===== config.mk =====
export PLATFORM = sky130hd
export DESIGN_NAME = booth_mul_arbiter
export DESIGN_NICKNAME = d
export VERILOG_FILES = /design/src/rtl/booth_mul_pkg.sv /design/src/rtl/booth_mul_datapath.sv /design/src/rtl/booth_mul_arbiter.sv
export SDC_FILE = /design/constraint.sdc
export NUM_CORES = 1
export LEC_CHECK = 0
export CAP_MARGIN = 30
export CORE_UTILIZATION = 44
export CTS_CLUSTER_SIZE = 14
export DETAILED_ROUTE_END_ITERATION = 10
export PLACE_DENSITY = 0.81
export SLEW_MARGIN = 20
export SYNTH_ARGS = -nofsm -noshare
export SYNTH_HDL_FRONTEND = slang
export SYNTH_SLANG_ARGS = --single-unit

===== constraint.sdc =====
create_clock -name clk -period 3.63 [get_ports clk]
set_input_delay 0.726 -clock clk [delete_from_list [all_inputs] [get_ports clk]]
set_output_delay 0.726 -clock clk [all_outputs]
set_load 0.02 [all_outputs]

===== src/rtl/booth_mul_pkg.sv =====
// Shared constants, FSM states and operand payload for the Booth multiplier arbiter.
package booth_mul_pkg;

  localparam int unsigned MUL_WIDTH  = 16;
  localparam int unsigned ACC_WIDTH  = MUL_WIDTH + 1;
  localparam int unsigned PROD_WIDTH = 2 * MUL_WIDTH;
  localparam int unsigned STEP_COUNT = 16;
  localparam int unsigned CNT_WIDTH  = 5;

  typedef enum logic [1:0] {
    ST_IDLE = 2'd0,
    ST_CALC = 2'd1,
    ST_DONE = 2'd2
  } state_e;

  typedef struct packed {
    logic [MUL_WIDTH-1:0] mcand;
    logic [MUL_WIDTH-1:0] mplier;
  } operands_t;

endpackage


===== src/rtl/booth_mul_datapath.sv =====
// Radix-2 Booth datapath: 17-bit accumulator A, multiplier Q, Q(-1) and multiplicand.
module booth_mul_datapath
  import booth_mul_pkg::*;
(
  input  logic                  clk,
  input  logic                  rst,
  input  logic                  load_i,
  input  logic                  step_i,
  input  operands_t             ops_i,
  output logic [PROD_WIDTH-1:0] step_prod_c_o
);

  logic [ACC_WIDTH-1:0] a_q, a_d;
  logic [MUL_WIDTH-1:0] q_q, q_d;
  logic [MUL_WIDTH-1:0] m_q, m_d;
  logic                 qm1_q, qm1_d;

  logic [ACC_WIDTH-1:0] m_ext;
  logic [ACC_WIDTH-1:0] sum;
  logic [ACC_WIDTH-1:0] a_shift;
  logic [MUL_WIDTH-1:0] q_shift;

  // One Booth step (add/sub then arithmetic shift) and register next-state
  always_comb begin
    m_ext = {m_q[MUL_WIDTH-1], m_q};
    sum   = a_q;
    case ({q_q[0], qm1_q})
      2'b01:   sum = a_q + m_ext;
      2'b10:   sum = a_q - m_ext;
      default: sum = a_q;
    endcase
    a_shift       = {sum[ACC_WIDTH-1], sum[ACC_WIDTH-1:1]};
    q_shift       = {sum[0], q_q[MUL_WIDTH-1:1]};
    // Low 32 bits of {A,Q} after this step; valid as the product on the last step
    step_prod_c_o = {a_shift[MUL_WIDTH-1:0], q_shift};

    a_d   = a_q;
    q_d   = q_q;
    m_d   = m_q;
    qm1_d = qm1_q;
    if (load_i) begin
      a_d   = '0;
      q_d   = ops_i.mplier;
      m_d   = ops_i.mcand;
      qm1_d = 1'b0;
    end else if (step_i) begin
      a_d   = a_shift;
      q_d   = q_shift;
      qm1_d = q_q[0];
    end
  end

  // Datapath registers with synchronous active-low reset
  always_ff @(posedge clk) begin
    if (!rst) begin
      a_q   <= '0;
      q_q   <= '0;
      m_q   <= '0;
      qm1_q <= 1'b0;
    end else begin
      a_q   <= a_d;
      q_q   <= q_d;
      m_q   <= m_d;
      qm1_q <= qm1_d;
    end
  end

endmodule


===== src/rtl/booth_mul_arbiter.sv =====
// Round-robin arbiter sharing one sequential 16x16 signed Booth multiplier among N_REQ requesters.
module booth_mul_arbiter
  import booth_mul_pkg::*;
#(
  parameter int unsigned N_REQ = 4
) (
  input  logic                                clk,
  input  logic                                rst,
  input  logic                                flush,
  input  logic [N_REQ-1:0]                    req_valid,
  input  logic [N_REQ-1:0][MUL_WIDTH-1:0]     req_multiplicand,
  input  logic [N_REQ-1:0][MUL_WIDTH-1:0]     req_multiplier,
  output logic [N_REQ-1:0]                    req_ready,
  output logic                                rsp_valid,
  input  logic                                rsp_ready,
  output logic [$clog2(N_REQ)-1:0]            rsp_id,
  output logic [PROD_WIDTH-1:0]               rsp_product,
  output logic                                busy
);

  localparam int unsigned ID_WIDTH = $clog2(N_REQ);

  state_e                state_q, state_d;
  logic [CNT_WIDTH-1:0]  cnt_q, cnt_d;
  logic [ID_WIDTH-1:0]   ptr_q, ptr_d;
  logic [ID_WIDTH-1:0]   id_q, id_d;
  logic [ID_WIDTH-1:0]   rsp_id_q, rsp_id_d;
  logic [PROD_WIDTH-1:0] rsp_product_q, rsp_product_d;
  logic                  rsp_valid_q, rsp_valid_d;
  logic                  busy_q, busy_d;

  logic [N_REQ-1:0]      grant_c;
  logic [ID_WIDTH-1:0]   grant_idx_c;
  logic                  accept_c;
  logic                  dp_load_c;
  logic                  dp_step_c;
  operands_t             ops_c;
  logic [PROD_WIDTH-1:0] dp_prod_c;

  // Round-robin pick: scan from farthest to ptr_q so the entry at ptr_q (highest priority) wins last
  always_comb begin
    int unsigned         idx;
    logic [ID_WIDTH-1:0] sel;
    idx         = 0;
    sel         = '0;
    grant_c     = '0;
    grant_idx_c = '0;
    for (int unsigned j = 0; j < N_REQ; j++) begin
      idx = 32'(ptr_q) + (N_REQ - 1 - j);
      if (idx >= N_REQ) idx = idx - N_REQ;
      sel = ID_WIDTH'(idx);
      if (req_valid[sel]) begin
        grant_c      = '0;
        grant_c[sel] = 1'b1;
        grant_idx_c  = sel;
      end
    end
  end

  // Grant only while idle, out of reset and not being flushed
  assign req_ready  = (state_q == ST_IDLE && rst && !flush) ? grant_c : '0;
  assign accept_c   = |(req_valid & req_ready);
  assign ops_c.mcand  = req_multiplicand[grant_idx_c];
  assign ops_c.mplier = req_multiplier[grant_idx_c];

  // Next-state and control: flush overrides acceptance and the response handshake
  always_comb begin
    state_d       = state_q;
    cnt_d         = cnt_q;
    ptr_d         = ptr_q;
    id_d          = id_q;
    rsp_id_d      = rsp_id_q;
    rsp_product_d = rsp_product_q;
    dp_load_c     = 1'b0;
    dp_step_c     = 1'b0;

    if (flush) begin
      state_d       = ST_IDLE;
      rsp_id_d      = '0;
      rsp_product_d = '0;
    end else begin
      case (state_q)
        ST_IDLE: begin
          if (accept_c) begin
            state_d   = ST_CALC;
            cnt_d     = '0;
            id_d      = grant_idx_c;
            dp_load_c = 1'b1;
            ptr_d     = (grant_idx_c == ID_WIDTH'(N_REQ - 1)) ? '0
                                                              : grant_idx_c + ID_WIDTH'(1);
          end
        end
        ST_CALC: begin
          dp_step_c = 1'b1;
          cnt_d     = cnt_q + CNT_WIDTH'(1);
          if (cnt_q == CNT_WIDTH'(STEP_COUNT - 1)) begin
            state_d       = ST_DONE;
            rsp_id_d      = id_q;
            rsp_product_d = dp_prod_c;
          end
        end
        ST_DONE: begin
          if (rsp_ready) begin
            state_d       = ST_IDLE;
            rsp_id_d      = '0;
            rsp_product_d = '0;
          end
        end
        default: begin
          state_d       = ST_IDLE;
          rsp_id_d      = '0;
          rsp_product_d = '0;
        end
      endcase
    end

    rsp_valid_d = (state_d == ST_DONE);
    busy_d      = (state_d != ST_IDLE);
  end

  // State and output registers with synchronous active-low reset
  always_ff @(posedge clk) begin
    if (!rst) begin
      state_q       <= ST_IDLE;
      cnt_q         <= '0;
      ptr_q         <= '0;
      id_q          <= '0;
      rsp_id_q      <= '0;
      rsp_product_q <= '0;
      rsp_valid_q   <= 1'b0;
      busy_q        <= 1'b0;
    end else begin
      state_q       <= state_d;
      cnt_q         <= cnt_d;
      ptr_q         <= ptr_d;
      id_q          <= id_d;
      rsp_id_q      <= rsp_id_d;
      rsp_product_q <= rsp_product_d;
      rsp_valid_q   <= rsp_valid_d;
      busy_q        <= busy_d;
    end
  end

  booth_mul_datapath u_datapath (
    .clk           (clk),
    .rst           (rst),
    .load_i        (dp_load_c),
    .step_i        (dp_step_c),
    .ops_i         (ops_c),
    .step_prod_c_o (dp_prod_c)
  );

  assign rsp_valid   = rsp_valid_q;
  assign rsp_id      = rsp_id_q;
  assign rsp_product = rsp_product_q;
  assign busy        = busy_q;

endmodule


==> qor.yml <==
yosys:
  synth.yosys.seq_area_share_pct: 30.1
  area_fraction_in_compound_gates_after_synthesis_pct: 22.3
  synth_xor_area_share_pct: 3.84
  post_synth_mux_area_share_pct: 3.80
  yosys.area_share.simple_pct: 28.6
  yosys.area.top_type: "dfxtp_1"
  synth-seq-cells: 96
  synth-async-reset-ratio_pct: 0
  synthFlopType: "dfxtp_1"
  post_synth.cell_area_avg_sq_um: 7.14
  synth_top_cells_by_area: "dfxtp_1, nand2_1, nand3_1"
  mappedNetlistArea_sq_mm: 0.00638
  adder_and_majority_cell_fraction_of_the_synthesized_area_pct: 5.81
  yosys.area.top_type_share_pct: 30.1
  syn-num-nets: 1059
  synth_top_family_by_area: "simple AND/OR/NAND/NOR gates"
  postSynthCellCount: 894
  yosys_warnings: 0
  distinct_cell_type_count_of_the_synthesized_netlist: 63
  synth_edf_count: 0
drt:
  dr_total_vias: 6930
  via_per_inst: 5.55
  postRouteAntennaNets: 0
  avgRoutedWirePerCell_um: 15.9
  drt-total-wl_mm: 19.9
  first_iter_violations: 451
  route.detailed.drc: 0
  dr.pass1.iters: 5
clock_network:
  clk_latency_ns: 0.35
  htree_levels: 3
  cts_buffer_depth: 2
  cts.clk_slew.worst_paths_ns: 0.06
  cts_root_buf: "clkbuf_16"
  holdBufCountCts: 0
  cts_tree: "built"
  cts_num_sinks: 96
  tritoncts_buffers: 9
setup_path:
  criticalPathCategory: "input port to primary output"
  data_required_time_at_the_worst_endpoint_ns: 2.90
  crit_path_cells: "clkdlybuf4s50_1 > buf_4 > mux4_2 > and3b_1 > o22a_1 > mux2i_1 > nor2_1 > dlygate4sd2_1"
  cp_slowest_cell: "mux4_2"
  worst-path-max-fanout: 8
  setup.worst_path.end_class: "primary output"
  worstPathBufferInverterCount: 3
  critPathTopFamily: "buffers and inverters"
  setup.worst_path.start_class: "input port"
  worstPathArrival_ns: 2.75
  critical_path.max_stage_delay_ns: 0.50
global_route:
  track_usage_pct: 27.8
  pin_count_of_the_biggest_net_entering_global_routing: 41
  grt_first_pass_wirelength_mm: 32.9
  grt_pass1_vias: 6812
  grt.overflow.total: 0
  antenna_found_initial: 0
cells_and_area:
  ff_latch_area_sq_mm: 0.00193
  syn2layout_area_growth_pct: 39.9
  post_route_cells_drive_above_1_share_pct: 10.1
  antenna-diode-count: 0
  multi_input_comb_area_sq_mm: 0.00422
  layout.filler_cells: 1228
  final_net_count: 1228
  fin_util_pct: 63.8
status:
  outcome: "finished clean"
placed_design:
  place_congestion: 0.969
  hpwl_mm: 14.9
  portBuffers: 175
die:
  die-area_sq_mm: 0.0150
  rows: 43
  floorplan.io_pins: 176
  dieWidth_um: 122
  die_y_um: 122
  fp.coreArea_sq_mm: 0.0140
  initial_utilization_pct: 45.6
pwr:
  peakVddDrop_mv: 0.292
  power.static_leakage_nw: 3.52
  power_density_mw_per_mm2: 528
timing:
  hold_violations: 0
  setup_total_negative_slack_ns: 0
  crit_share_post_route_pct: 95.8
  max_slew.worst_pin.slew_ns: 0.843
  max_clock_freq_mhz: 288
  layout_min_cycle_time_ns: 3.48
  timing.clock.skew_ns: 0.00904
  worst_slew_margin_pct: 43.8
  slew_viol_final: 0
  finalSetupViolCount: 0
hold_path:
  hp-class: "flip-flop to flip-flop"
flow_run:
  cap_violations: 0
-- layout by cell type (no fill, tap or decap), drive strengths merged, types with 6 or more instances in the layout --
cell / n
o21a: 6
xor2: 9
nor2: 88
nand3: 76
inv: 17
nand2: 202
a211oi: 10
xnor2: 19
a31oi: 21
buf: 50
a21oi: 61
clkbuf: 10
nor3: 16
a22oi: 29
mux2i: 13
clkdlybuf4s50: 171
nor2b: 6
ha: 28
dfxtp: 96
o31ai: 6
o21ai: 50
a21o: 7
-- cells in the mapped netlist (3+ instances only) --
cell	n
nand2_1	202
dfxtp_1	96
nor2_1	87
nand3_1	76
a21oi_1	61
o21ai_0	49
clkbuf_1	40
a22oi_1	29
ha_1	28
a31oi_1	20
xnor2_1	19
inv_1	15
mux2i_1	13
nor3_1	12
buf_2	11
buf_1	10
xor2_1	9
a21o_1	7
a211oi_1	6
nor2b_1	6
o21a_1	6
o31ai_1	5
a211oi_2	4
and3b_1	4
buf_4	4
mux2_2	4
nor3_2	4
nor3b_1	4
o221ai_1	4
or3_1	4
mux4_2	3
nand2b_1	3
nand4_1	3
nor4_1	3
o211a_1	3
o211ai_1	3
-- cells by family after synthesis --
| logic type | Yosys count |
|---|---|
| flops | 96 |
| simple gates | 418 |
| fa+ha+maj | 29 |
| buf+inv | 84 |
| compound gates | 219 |
| mux | 20 |
| xor+xnor | 28 |
-- worst register-to-register path, stage by stage, from the launching register on --
cell      delay [ns]
dfxtp_1         0.31
or4_4           0.56
nor3_4          0.22
nand2_2         0.09
nor3_2          0.10
nor2_1          0.07
xnor2_1         0.26
ha_1            0.30
o211ai_1        0.12
o21bai_1        0.15
o211ai_1        0.15
o41ai_2         0.34
xor2_1          0.16
buf_4           0.17
or3_1           0.34
nand3_1         0.08
-- state kept, by name, summed over array words and instances (netlist names) --
| signal | count |
|---|---|
| rsp_id | 2 |
| u_datapath.qm1_q | 1 |
| id_q | 2 |
| state_q | 2 |
| u_datapath.a_q | 16 |
| cnt_q | 5 |
| rsp_valid | 1 |
| rsp_product | 32 |
| u_datapath.m_q | 16 |
| busy | 1 |
| ptr_q | 2 |
| u_datapath.q_q | 16 |
-- worst paths after layout --
kind                      endpoint  depth (start not counted)         startpoint  slack (ns)
hold / removal    u_datapath.qm1_q                          2   u_datapath.qm1_q        0.46
setup reg to reg   rsp_product[31]                         15  u_datapath.m_q[7]        0.17
setup / recovery      req_ready[1]                          8       req_valid[2]        0.15
hold reg to reg   u_datapath.qm1_q                          2   u_datapath.qm1_q        0.46
-- per-stage QoR --
step | cells | hold slack (ns) | total power, mW | area, sq um | setup WS (ns)
2_1_floorplan | 894 | 0.436 | 2.86 | 6380 | 0.194
3_3_place_gp | 1229 | 0.441 | 3.58 | 8510 | -0.0655
3_5_place_dp | 1229 | 0.448 | 3.62 | 8510 | -0.119
4_1_cts | 1245 | 0.457 | 4.60 | 8810 | 0.0788
5_1_grt | 1248 | 0.491 | 5.06 | 8920 | -0.0194
6_report | 1248 | 0.457 | 4.71 | 8920 | 0.152
-- layer usage --
metal	vias up	wire length (um)	GRT usage, %
met5	-	0	0
met2	217	10300	50.2
li1	3456	-	-
met4	0	575	9.60
met3	41	1140	6.55
met1	3216	7930	31.7
-- where the power goes --
group | internal, mW | switching [mW] | leakage [nW]
Clock | 0.554 | 0.422 | 0.141
Sequential | 1.14 | 0.0963 | 0.781
Combinational | 1.12 | 1.39 | 2.60
-- final cells by class --
class                   count  area share (%)
multi-input cells         714            47.3
repair buffers            225            24.5
flip-flops and latches     96            21.6
clock buffers              10            2.68
well taps                 180            2.52
clock inverters             6           0.743
inverters                  17           0.715
-- repair_timing --
| item | in CTS | in global routing |
|---|---|---|
| pin swaps | 0 | 10 |
| gates resized for setup | 5 | 19 |
| endpoints found under the setup margin | 4 | 2 |
| setup buffers | 0 | 3 |
Note: power is estimated with default switching activity, not from simulation.
